### src/rtl/ysyx_24100005_pkg.sv
// Shared types and defaults for the IFU/LSU memory arbiter.
//   arb_state_e    : sequencer state encoding (IDLE=0, ISSUE=1, WAIT=2, RESP=3)
//   owner_e        : transaction owner encoding (IFU=0, LSU=1)
//   TimeoutDefault : default watchdog limit in cycles
package ysyx_24100005_pkg;

   typedef enum logic [1:0] {
      StIdle  = 2'd0,
      StIssue = 2'd1,
      StWait  = 2'd2,
      StResp  = 2'd3
   } arb_state_e;

   typedef enum logic {
      OwnerIfu = 1'b0,
      OwnerLsu = 1'b1
   } owner_e;

   localparam int unsigned TimeoutDefault = 255;
   localparam int unsigned DataW          = 32;
   localparam int unsigned MaskW          = 8;

endpackage

### src/rtl/ysyx_24100005_rr_arb2.sv
// Combinational two-way round-robin picker.
//   req   : request vector, bit 0 = IFU, bit 1 = LSU
//   last  : owner granted most recently; the other one wins a tie
//   grant : one-hot grant (all zero when nothing requests)
module ysyx_24100005_rr_arb2
   import ysyx_24100005_pkg::*;
(
   input  logic [1:0] req,
   input  owner_e     last,
   output logic [1:0] grant
);

   always_comb begin
      grant = 2'b00;
      unique case (req)
         2'b01:   grant = 2'b01;
         2'b10:   grant = 2'b10;
         2'b11:   grant = (last == OwnerLsu) ? 2'b01 : 2'b10;
         default: grant = 2'b00;
      endcase
   end

endmodule

### src/rtl/ysyx_24100005_mem_arbiter.sv
// Shares one memory port between the IFU and the LSU with a single outstanding
// transaction, round-robin tie breaking and a watchdog that turns a hung memory
// into an error response.
//   ifu_*  : IFU request (read only) and response pulse
//   lsu_*  : LSU request (read or write) and response pulse
//   rsp_*  : shared registered response data / error, valid with a *_rsp_valid
//   mem_*  : memory-side request (latched fields) and response
module ysyx_24100005_mem_arbiter
   import ysyx_24100005_pkg::*;
#(
   parameter int unsigned ADDR_W  = 32,
   parameter int unsigned TIMEOUT = TimeoutDefault
) (
   input  logic              clk,
   input  logic              rst,
   input  logic              ifu_req_valid,
   output logic              ifu_req_ready,
   input  logic [ADDR_W-1:0] ifu_addr,
   output logic              ifu_rsp_valid,
   input  logic              lsu_req_valid,
   output logic              lsu_req_ready,
   input  logic [ADDR_W-1:0] lsu_addr,
   input  logic              lsu_wen,
   input  logic [DataW-1:0]  lsu_wdata,
   input  logic [MaskW-1:0]  lsu_wmask,
   output logic              lsu_rsp_valid,
   output logic [DataW-1:0]  rsp_data,
   output logic              rsp_err,
   output logic              mem_req_valid,
   input  logic              mem_req_ready,
   output logic [ADDR_W-1:0] mem_addr,
   output logic              mem_wen,
   output logic [DataW-1:0]  mem_wdata,
   output logic [MaskW-1:0]  mem_wmask,
   input  logic              mem_rsp_valid,
   input  logic [DataW-1:0]  mem_rsp_data
);

   // Counter must be able to hold TIMEOUT itself (ISSUE accepted on the expiry cycle).
   localparam int unsigned    WdW    = $clog2(TIMEOUT + 1);
   localparam logic [WdW-1:0] WdLast = WdW'(TIMEOUT - 1);

   arb_state_e        state_q, state_d;
   owner_e            owner_q, owner_d;
   owner_e            last_grant_q, last_grant_d;
   logic [ADDR_W-1:0] addr_q, addr_d;
   logic              wen_q, wen_d;
   logic [DataW-1:0]  wdata_q, wdata_d;
   logic [MaskW-1:0]  wmask_q, wmask_d;
   logic [WdW-1:0]    wd_q, wd_d;
   logic [DataW-1:0]  rsp_data_q, rsp_data_d;
   logic              rsp_err_q, rsp_err_d;

   logic [1:0] grant;
   logic       idle;
   logic       accept;
   logic       wd_expired;

   ysyx_24100005_rr_arb2 u_rr_arb2 (
      .req   ({lsu_req_valid, ifu_req_valid}),
      .last  (last_grant_q),
      .grant (grant)
   );

   assign idle       = (state_q == StIdle);
   assign accept     = idle && (grant != 2'b00);
   assign wd_expired = (wd_q >= WdLast);

   always_comb begin
      state_d      = state_q;
      owner_d      = owner_q;
      last_grant_d = last_grant_q;
      addr_d       = addr_q;
      wen_d        = wen_q;
      wdata_d      = wdata_q;
      wmask_d      = wmask_q;
      wd_d         = wd_q;
      rsp_data_d   = rsp_data_q;
      rsp_err_d    = rsp_err_q;

      unique case (state_q)
         StIdle: begin
            if (accept) begin
               owner_d      = grant[1] ? OwnerLsu : OwnerIfu;
               last_grant_d = owner_d;
               wd_d         = '0;
               state_d      = StIssue;
               if (grant[1]) begin
                  addr_d  = lsu_addr;
                  wen_d   = lsu_wen;
                  wdata_d = lsu_wdata;
                  wmask_d = lsu_wmask;
               end else begin
                  addr_d  = ifu_addr;
                  wen_d   = 1'b0;
                  wdata_d = '0;
                  wmask_d = '0;
               end
            end
         end
         StIssue: begin
            wd_d = wd_q + WdW'(1);
            // A handshake on the expiry cycle still counts: memory owes a response.
            if (mem_req_ready) begin
               state_d = StWait;
            end else if (wd_expired) begin
               rsp_data_d = '0;
               rsp_err_d  = 1'b1;
               state_d    = StResp;
            end
         end
         StWait: begin
            wd_d = wd_q + WdW'(1);
            // Completion beats a simultaneous expiry.
            if (mem_rsp_valid) begin
               rsp_data_d = mem_rsp_data;
               rsp_err_d  = 1'b0;
               state_d    = StResp;
            end else if (wd_expired) begin
               rsp_data_d = '0;
               rsp_err_d  = 1'b1;
               state_d    = StResp;
            end
         end
         StResp: begin
            state_d = StIdle;
         end
         default: begin
            state_d = StIdle;
         end
      endcase
   end

   always_ff @(posedge clk or negedge rst) begin
      if (!rst) begin
         state_q      <= StIdle;
         owner_q      <= OwnerIfu;
         last_grant_q <= OwnerLsu;
         addr_q       <= '0;
         wen_q        <= 1'b0;
         wdata_q      <= '0;
         wmask_q      <= '0;
         wd_q         <= '0;
         rsp_data_q   <= '0;
         rsp_err_q    <= 1'b0;
      end else begin
         state_q      <= state_d;
         owner_q      <= owner_d;
         last_grant_q <= last_grant_d;
         addr_q       <= addr_d;
         wen_q        <= wen_d;
         wdata_q      <= wdata_d;
         wmask_q      <= wmask_d;
         wd_q         <= wd_d;
         rsp_data_q   <= rsp_data_d;
         rsp_err_q    <= rsp_err_d;
      end
   end

   assign ifu_req_ready = idle && grant[0];
   assign lsu_req_ready = idle && grant[1];
   assign ifu_rsp_valid = (state_q == StResp) && (owner_q == OwnerIfu);
   assign lsu_rsp_valid = (state_q == StResp) && (owner_q == OwnerLsu);
   assign rsp_data      = rsp_data_q;
   assign rsp_err       = rsp_err_q;
   assign mem_req_valid = (state_q == StIssue);
   assign mem_addr      = addr_q;
   assign mem_wen       = wen_q;
   assign mem_wdata     = wdata_q;
   assign mem_wmask     = wmask_q;

endmodule

### config.mk
export PLATFORM = sky130hd
export DESIGN_NAME = ysyx_24100005_mem_arbiter
export DESIGN_NICKNAME = d
export VERILOG_FILES = /design/src/rtl/ysyx_24100005_pkg.sv /design/src/rtl/ysyx_24100005_rr_arb2.sv /design/src/rtl/ysyx_24100005_mem_arbiter.sv
export SDC_FILE = /design/constraint.sdc
export NUM_CORES = 1
export LEC_CHECK = 0
export ABC_AREA = 1
export CAP_MARGIN = 20
export CORE_MARGIN = 3
export CORE_UTILIZATION = 40
export CTS_CLUSTER_SIZE = 24
export DETAILED_ROUTE_END_ITERATION = 10
export PLACE_DENSITY = 0.76
export REMOVE_ABC_BUFFERS = 1
export SLEW_MARGIN = 10
export SYNTH_ARGS = -nofsm -noshare
export SYNTH_HDL_FRONTEND = slang
export SYNTH_SLANG_ARGS = --single-unit
### constraint.sdc
create_clock -name clk -period 4.32 [get_ports clk]
set_clock_uncertainty 0.1 [all_clocks]
set_input_delay 1.08 -clock clk [delete_from_list [all_inputs] [get_ports clk]]
set_output_delay 1.08 -clock clk [all_outputs]
set_load 0.02 [all_outputs]
==> results.md <==
* RR Startpoint: state_q[0]
* ANT cells at 0
* Tmin final at roughly 3.8 ns
* Number of max-cap violations at 0
* Clk Latency, worst-skew pair at 0.40 ns
* Netlist cell types at 25
* RSZ-0062 raised after global routing: false
* Critical Path AT at 2.59 ns
* Crit Path Class: input port to primary output
* Root buffer cell: clkbuf_16
* DRT Wirelength at approximately 15 mm
* Total net switching power at between 2 and 2.5 mW
* Finished Cell Area at 8320 sq um
* Initial antenna violation count at 0
* Flop pwr share at a little under a third
* Tightest Hold Check Type: register to register
* CTS tree: yes
* Synthesized area at just over 5000 sq um
* Power consumption at 6.29 mW
* DR WL/cell at 15.4 um
* CP endpoint: lsu_req_ready
* R2R cell count at 9
* Placed cell areas at 7710 sq um
* Final net count at 957
* Port bufs at 253
* H-tree Lvls at 4
* Fmax at 265 MHz
* Register area share after synthesis at 58.1%
* Synth area leaders: dfrtp_1 (58%), nand2_1 (13%), a22o_1 (7.1%)
* Final period util at between 80% and 90%
* Synth top area share at 57.6%
* Post-route ant nets at 0
* Crit path launch: lsu_req_valid
* DP Cell Count at 956
* Initial drt markers at between 300 and 400
* First-pass GRT wire length at 24.4 mm
* Post-CTS setup buffers at 0
* Final cell count without fillers at 987
* Avg Cell Area, Syn at 9.09 sq um
* DR DRC count at 0
* Dominant cell type by area after synthesis: dfrtp_1
* Pin count of the biggest net entering global routing at 78
* Final Hold Fails at 0
* HPWL after detailed placement at 11.0 mm
* Sw Share at 37.7%
* Max-slew violation count at 0
* Peak supply drop at 0.000379 V
* Cells after synthesis at 559
* Power density cells at 756 nW/um^2
* Critical Path RT at roughly 3.1 ns
* # setup viols final at 0
* Static leakage at approximately 4 nW
* I/O Pins at 254
* Remaining Overflow, GRT at 0
* PostCTS Resize Cnt at 0
* Slew headroom at approximately a third
* # clock sinks at 118
* Fill cells at 956
* CTS Buf Count at 17
* Int Pwr at 3.92 mW
* Drt first pass iters at 4
* Placer congestion estimate at between 0.8 and 0.9
* Clk network pwr share at a little under a quarter
* Total GRT Usage at between 20% and 30%
* Clock Path Buffers at 2
* Worst slew pin tran at 0.985 ns
* Crit. End Element: primary output
* Vias per Instance at 4.78
* Synthesis-to-finish area growth at 63.6%
* Die height at 119 um
* RR Endpoint: wd_q[3]
* Clk pin slew, worst setup/hold paths at 0.05 ns
* Via count at 4722
* Reg2Reg Setup Slack at 1.88 ns
* Starting Density at 41.6%
* Vias in the first global route at 4751
* CP startpoint kind: input port
* Outcome: finished clean
* Flops & latches, synth at roughly 120
* Layout cells sized above 1 at 5.49%
* Hold bufs inserted after CTS at 0
* Die W at approximately 120 um
* Die area at 14100 sq um
* Placement Rows at 40
* Synth Warn # at 0
* CORE AREA at 12200 sq um
* Comb power frac at 46.7%
* Crit path max fanout at 4
-- cell usage in the layout (no fill, tap or decap), types with 6 or more instances in the layout --
cell | synthesis | routed
nor2_1 | 51 | 50
inv_1 | 52 | 52
a22o_1 | 41 | 41
ha_1 | 7 | 7
o21ai_0 | 28 | 28
clkdlybuf4s50_1 | 0 | 252
nand3_1 | 39 | 39
dfrtp_1 | 117 | 117
clkbuf_16 | 0 | 17
o21ai_1 | 6 | 6
nand2_1 | 176 | 175
-- layout make-up --
type | instances | area (sq um) | area share (%)
multi-input cells | 360 | 1770 | 21.3
flip-flops and latches | 118 | 2950 | 35.5
inverters | 53 | 199 | 2.39
clock inverters | 12 | 154 | 1.85
well taps | 168 | 210 | 2.53
clock buffers | 19 | 453 | 5.45
repair buffers | 257 | 2570 | 30.9
-- worst min path at each step --
stage                            start      endpoint  slack, ns  depth (start not counted)
after floorplan           last_grant_q  last_grant_q       0.35                          2
after global placement    last_grant_q  last_grant_q       0.36                          2
after detailed placement  last_grant_q  last_grant_q       0.37                          2
after CTS                 last_grant_q  last_grant_q       0.38                          2
after global routing      last_grant_q  last_grant_q       0.40                          2
final                     last_grant_q  last_grant_q       0.38                          2
-- cell families (layout without fill, tap and decap cells) --
logic type / Yosys count / after routing / share of synthesized area (%)
buffers and inverters: 81 / 341 / 7.33
DFF: 118 / 118 / 58.1
and+or+nand+nor: 272 / 272 / 21.5
AOI/OAI and AO/OA: 80 / 80 / 11.2
xor gates and xnor gates: 1 / 1 / 0.172
adders and majority gates: 7 / 7 / 1.72
-- metrics by stage --
stage	hold WS [ns]	util, %	worst slack, ns	TNS [ns]
global placement	0.362	63.1	0.511	0
global route	0.403	68.1	0.450	0
finish	0.376	68.1	0.553	0
CTS	0.378	68.1	0.508	0
detailed placement	0.369	63.1	0.514	0
floorplan	0.348	-	-0.559	-0.559
-- worst max-delay path, cell delays in order --
cell and delay, ns:
clkdlybuf4s50_1 0.59, nand2_1 0.13, nor2_4 0.10, clkdlybuf4s50_1 0.68
-- cell usage after synthesis (all sizes together) --
cell      n
nand3    39
o21ai    36
o31ai     1
inv      53
nand2   176
dfrtp   117
nor2     52
nand3b    1
or2       1
dfstp     1
buf      23
a21oi     2
ha        7
xor2      1
clkbuf    5
nand4     3
a22o     41
-- power by group through the flow --
stage,logic [mW],registers (mW),clock network (mW)
CTS,2.97,1.92,1.46
detailed placement,2.96,1.92,0
floorplan,0.930,2.48,0
global route,3.17,1.98,1.51
finish,2.94,1.92,1.44
global placement,2.90,1.90,0
-- sequential cells by signal, indices dropped and copies added, names as in the netlist --
name and flops:
mem_wdata 32, last_grant_q 1, rsp_data 32, state_q 2, rsp_err 1, mem_addr 32, mem_wmask 8, mem_wen 1
owner_q 1, wd_q 8
-- layer usage --
metal	track usage [%]	vias to the layer above	part of all wire, %
met3	9.04	22	9.7
li1	-	2283	-
met5	0	-	0
met1	25.3	2208	39
met4	7.31	0	1.5
met2	36.2	209	49
Power figures use the tool's default switching activity.
